===== config.mk =====
export PLATFORM = sky130hd
export DESIGN_NAME = register_file_2r1w
export DESIGN_NICKNAME = d
export VERILOG_FILES = /design/src/rtl/register_file_2r1w.sv
export SDC_FILE = /design/constraint.sdc
export NUM_CORES = 2
export LEC_CHECK = 0
export CAP_MARGIN = 20
export CORE_ASPECT_RATIO = 1.25
export CORE_UTILIZATION = 50
export CTS_BUF_LIST = sky130_fd_sc_hd__clkbuf_16
export DETAILED_ROUTE_END_ITERATION = 7
export DONT_BUFFER_PORTS = 1
export PLACE_DENSITY = 0.71
export SLEW_MARGIN = 10
export SYNTH_ARGS = -nofsm -noshare
export SYNTH_HDL_FRONTEND = slang
export SYNTH_SLANG_ARGS = --single-unit

===== constraint.sdc =====
create_clock -name clk -period 1.75 [get_ports clk]
set_clock_uncertainty 0.15 [all_clocks]
set_input_delay 0.35 -clock clk [delete_from_list [all_inputs] [get_ports clk]]
set_output_delay 0.35 -clock clk [all_outputs]
set_load 0.01 [all_outputs]

===== src/rtl/register_file_2r1w.sv =====
// ---------------------------------------------------------------------------
// register_file_2r1w
//
// Purpose:
//   General-purpose register file for the processor datapath. It has
//   2**ADDR_WIDTH entries of DATA_WIDTH bits, two registered read ports and
//   one write port. R0 is hardwired to zero.
//
// Optional feature:
//   REGFILE_WRITE_BYPASS_EN - when defined, a read and a write on the same
//   edge to the same non-zero address forward write_data to that read port.
//   When undefined, the read returns the old register contents.
//
// Ports:
//   clk           in   system clock, rising edge active
//   rst           in   asynchronous active-low reset (0 = clear everything)
//   read_or_write in   [1] read enable, [0] write enable
//   read_addr_1   in   register index for read port 1
//   read_addr_2   in   register index for read port 2
//   write_addr    in   register index for the write port
//   write_data    in   data to write
//   read_data_1   out  registered read result, port 1
//   read_data_2   out  registered read result, port 2
// ---------------------------------------------------------------------------
module register_file_2r1w #(
    parameter int DATA_WIDTH = 32,
    parameter int ADDR_WIDTH = 5
) (
    input  logic                  clk,
    input  logic                  rst,
    input  logic [1:0]            read_or_write,
    input  logic [ADDR_WIDTH-1:0] read_addr_1,
    input  logic [ADDR_WIDTH-1:0] read_addr_2,
    input  logic [ADDR_WIDTH-1:0] write_addr,
    input  logic [DATA_WIDTH-1:0] write_data,
    output logic [DATA_WIDTH-1:0] read_data_1,
    output logic [DATA_WIDTH-1:0] read_data_2
);

    localparam int NUM_REGS = 2 ** ADDR_WIDTH;

    logic [DATA_WIDTH-1:0] regs [NUM_REGS];

    logic                  read_en;
    logic                  write_en;
    logic                  write_hits_reg;
    logic [DATA_WIDTH-1:0] next_read_1;
    logic [DATA_WIDTH-1:0] next_read_2;

    assign read_en        = read_or_write[1];
    assign write_en       = read_or_write[0];
    // Writes to R0 are dropped so the entry stays zero forever.
    assign write_hits_reg = write_en && (write_addr != '0);

    // Value a read port will capture on the coming edge. Address 0 is
    // forced to zero explicitly rather than relying on the R0 storage.
    function automatic logic [DATA_WIDTH-1:0] lookup(
        input logic [ADDR_WIDTH-1:0] addr
    );
        logic [DATA_WIDTH-1:0] value;
        value = '0;
        if (addr != '0) begin
            value = regs[addr];
`ifdef REGFILE_WRITE_BYPASS_EN
            // Forward the in-flight write so the reader sees the new value.
            if (write_hits_reg && (addr == write_addr)) begin
                value = write_data;
            end
`endif
        end
        return value;
    endfunction

    always_comb begin
        next_read_1 = '0;
        next_read_2 = '0;
        if (read_en) begin
            next_read_1 = lookup(read_addr_1);
            next_read_2 = lookup(read_addr_2);
        end
    end

    // Register array storage; cleared asynchronously on reset.
    always_ff @(posedge clk or negedge rst) begin
        if (!rst) begin
            for (int i = 0; i < NUM_REGS; i++) begin
                regs[i] <= '0;
            end
        end else if (write_hits_reg) begin
            regs[write_addr] <= write_data;
        end
    end

    // Registered read outputs; a disabled read drives zeros.
    always_ff @(posedge clk or negedge rst) begin
        if (!rst) begin
            read_data_1 <= '0;
            read_data_2 <= '0;
        end else begin
            read_data_1 <= next_read_1;
            read_data_2 <= next_read_2;
        end
    end

endmodule


==> summary.md <==
| Metric | Value |
|---|---|
| Clock Sinks | 1,058 |
| Register area share after synthesis | between 40 and 50% |
| Total routed wirelength | around 170 mm |
| Cell Count Post-Placement | 5,250 |
| Period utilisation layout | 100% |
| H-tree levels | 3 |
| Clock power frac | between 30% and 40% |
| Outcome | complete, but fails checks |
| Logic pwr share | approximately 18% |
| Vias in the first global route | 37,095 |
| IO buf count | 0 |
| Synth Flop Type | dfrtp_1 |
| Tmin final | 1.76 ns |
| R2R Setup Slk | -0.009 ns |
| Max incr delay on CP | 0.56 ns |
| Layout cells sized above 1 | roughly two fifths |
| Global route overflow | 0 |
| Hold Vio Cnt, Final | around 400 |
| Overall die height | 371 um |
| Switching power | 18.3 mW |
| Max Fclk | between 0.5 and 0.6 GHz |
| Mux share of post-synthesis cell area | 39.0% |
| Setup CP Type | reg -> reg |
| DR vias/cell | 6.69 |
| Worst Hold Class | in -> async |
| Clk root buf | clkbuf_16 |
| CP endpoint kind | flip-flop |
| Worst-Margin Slew | 1.12 ns |
| Post-synth EDFFs | 0 |
| Place WS | -0.255 ns |
| Crit path arrival time | 2.19 ns |
| WP buf/inv | 1 |
| Final setup fails | 1 |
| Num rows | 135 |
| Largest net degree at the start of global routing | 1,059 |
| Cells along the critical path | mux2i_1, dlygate4sd3_1, o22ai_1, a22oi_1, nand4_1 |
| Failing checks | negative hold slack, negative setup slack |
| Residual DRC | 0 |
| Number of buffers created by CTS | 106 |
| CP max FO | 3 |
| Post-DRT Antenna Nets | 0 |
| Critical path startpoint category | flip-flop |
| Worst EP required | 2.18 ns |
| Avg Inst Size Synth | 13.5 sq um |
| CTS max path bufs | 3 |
| Vias | about 37,000 |
| Post-synth cell types | 39 |
| Register share of total power | 48.5% |
| Cell count after synthesis | 4,042 |
| First-pass GRT wire length | 246 mm |
| Area of the multi-input gates | 0.0265 sq mm |
| Family with the most delay on the worst path | buffers and inverters |
| DIE WIDTH | 297 um |
| Die area | 0.110 sq mm |
| Synth Area in Compound Gates | 6.51% |
| CTS tree | yes |
| YS warnings | 0 |
| Register area | 0.0265 sq mm |
| Tot Pwr | 67.6 mW |
| WL/cell | between 30 and 40 um |
| Post-DP HPWL | around 99 mm |
| Max VDD drop | approximately 900 uV |
| Internal power | ~49 mW |
| GRT Total Usage | 29.8% |
| DP Area | 0.0576 sq mm |
| Initial core utilization | 50.4% |
| Pins Over Slew Limit | 0 |
| Synth Area in Adders | 0% |
| Register-to-Register Path Depth | 5 |
| Fin Hold WS | -0.837 ns |
| Max-Cap Viols | 0 |
| Syn Std Cell Area | 0.0545 sq mm |
| GPL Wtd Cong | 0.850 |
| Critical R2R Capture | read_data_2[1] |
| Fill cells | 8,532 |
| Switching part of the total | 27.0% |
| DR iter-0 viols | 3,906 |
| #FFs+latches synth | between 1,000 and 1,500 |
| Pwr dens | 1090 mW/mm^2 |
| Initial antenna violation count | 9 |
| Fin worst setup slack | -0.00867 ns |
| Design area | 0.0620 sq mm |
| P&R area growth vs syn | 13.7% |
| Final net count | 4,038 |
| Post-CTS Setup Repair Bufs | 0 |
| Main combinational cell family by area after synthesis | multiplexers |
| Non-Filler Instances | 5,509 |
| Syn Nets | 4,093 |
| R2r startpoint | regs[385] |
| Worst skew pair latency | 0.72 ns |
| Leak | 27.6 nW |
| Io pins | 115 |
| Slowest-stage cell, CP | dlygate4sd3_1 |
| Simple-gate portion of the synthesized area | 2.51% |
| Drt first pass iters | 5 |
| Slew HR | between 20% and 30% |
| Clock transition at path regs | around 0.060 ns |
| Ys async rst share | 100% |
| Xor/xnor share of the synthesized area | 0% |
| Placeable Area | 0.108 sq mm |
## power groups by stage
stage                     Clock (mW)  Combinational (mW)  Sequential, mW
final                           23.0                11.9            32.8
after CTS                       23.3                11.2            32.7
after detailed placement           0                10.7            33.1
after floorplan                    0                9.41            31.9
after global placement             0                10.4            32.7
after global routing            24.2                12.7            33.4
## logic make-up after synthesis
kind of cell	Yosys count
mux	1759
simple gates	274
buf+inv	435
flops	1058
compound gates	516
## repair_timing
| item | 4_1_cts | 5_1_grt |
|---|---|---|
| cloned | 0 | 2 |
| endpoints found under the setup margin | 13 | 196 |
| hold buffers | 49 | 2 |
| pin swaps | 0 | 3 |
| resized for setup | 13 | 7 |
| hold endpoints to repair | 2114 | 398 |
## sequential cells by signal, indices dropped and copies added, names as in the netlist
register,flops
regs,994
read_data_1,32
read_data_2,32
## worst register-to-register path: cells and delay by family, from the launching register on
kind | cells | cell delay [ns]
AOI/OAI and AO/OA | 2 | 0.23
and+or+nand+nor | 1 | 0.14
muxes | 1 | 0.13
buffers and inverters | 1 | 0.56
DFF | 1 | 0.40
## layout by cell type, fill, tap and decap left out, types with 3 or more instances in the layout
master / count
mux2i_1: 573
nand3_1: 3
mux2_2: 970
dfrtp_1: 1043
or3_2: 3
or3b_2: 7
nand3b_1: 5
nand2_2: 11
bufinv_16: 12
and2_2: 5
nor2_4: 16
clkinv_1: 25
buf_8: 13
dlygate4sd3_1: 40
buf_4: 92
nand4_1: 64
o21ai_0: 62
a21oi_1: 4
mux4_2: 193
clkinv_2: 17
dfrtp_2: 15
nand4b_1: 3
o22ai_1: 191
clkbuf_16: 111
nand2_1: 128
a221oi_1: 62
inv_1: 24
inv_6: 4
nor2b_4: 5
a22oi_1: 188
buf_12: 112
buf_16: 7
mux2_1: 21
## worst max-delay path by stage
stage	startpoint	endpoint	depth (start not counted)
finish	regs[385]	read_data_2[1]	5
floorplan	read_addr_1[0]	read_data_1[21]	5
detailed placement	read_addr_2[0]	read_data_2[6]	6
global placement	read_addr_1[0]	read_data_1[6]	6
CTS	read_data_2[27]	read_data_2[27]	0
global route	regs[447]	read_data_2[31]	5
## cell usage after synthesis, types with 3 or more instances
master | instances | share of area (%)
mux2_1 | 22 | 0.45
mux2i_1 | 574 | 11
nor2_1 | 17 | 0.12
mux2_2 | 970 | 20
inv_1 | 4 | 0.028
clkbuf_1 | 238 | 1.6
a221oi_1 | 62 | 1.0
o22ai_1 | 191 | 2.2
nand4_1 | 64 | 0.73
nor2b_1 | 7 | 0.080
o21ai_0 | 63 | 0.58
nand4b_1 | 3 | 0.048
or3b_2 | 7 | 0.11
mux4_2 | 193 | 8.0
a21oi_1 | 4 | 0.037
and2_0 | 3 | 0.034
nor3_1 | 4 | 0.037
a22oi_1 | 189 | 2.6
dfrtp_1 | 1058 | 49
nand2_1 | 139 | 0.96
nand2b_1 | 5 | 0.057
nand3_1 | 4 | 0.037
buf_1 | 17 | 0.12
buf_2 | 173 | 1.6
buf_4 | 3 | 0.041
nand3b_1 | 5 | 0.069
or3_1 | 4 | 0.046
## cell type report
cell class	instances	share of cell area, %
clock buffers	109	4.40
well taps	1438	2.90
repair buffers	268	6.11
flip-flops and latches	1058	42.7
clock inverters	81	1.12
multi-input cells	2549	42.7
diodes	2	0.00807
inverters	4	0.0242
## metal layers
layer	wire [um]	GRT usage [%]	part of all wire, %
met3	13600	6.00	8.1
met2	80000	48.3	48
met5	50	0	0.030
met4	6020	10.9	3.6
met1	67500	39.8	40
## through the flow
stage | setup TNS [ns] | utilization, %
after floorplan | -21.15 | -
after global placement | -24.55 | 53.2
after detailed placement | -29.77 | 53.2
after CTS | -0.000442 | 56.9
after global routing | -0.00227 | 57.3
final | -0.00867 | 57.3
No activity file was read; power rests on OpenSTA's default activity.
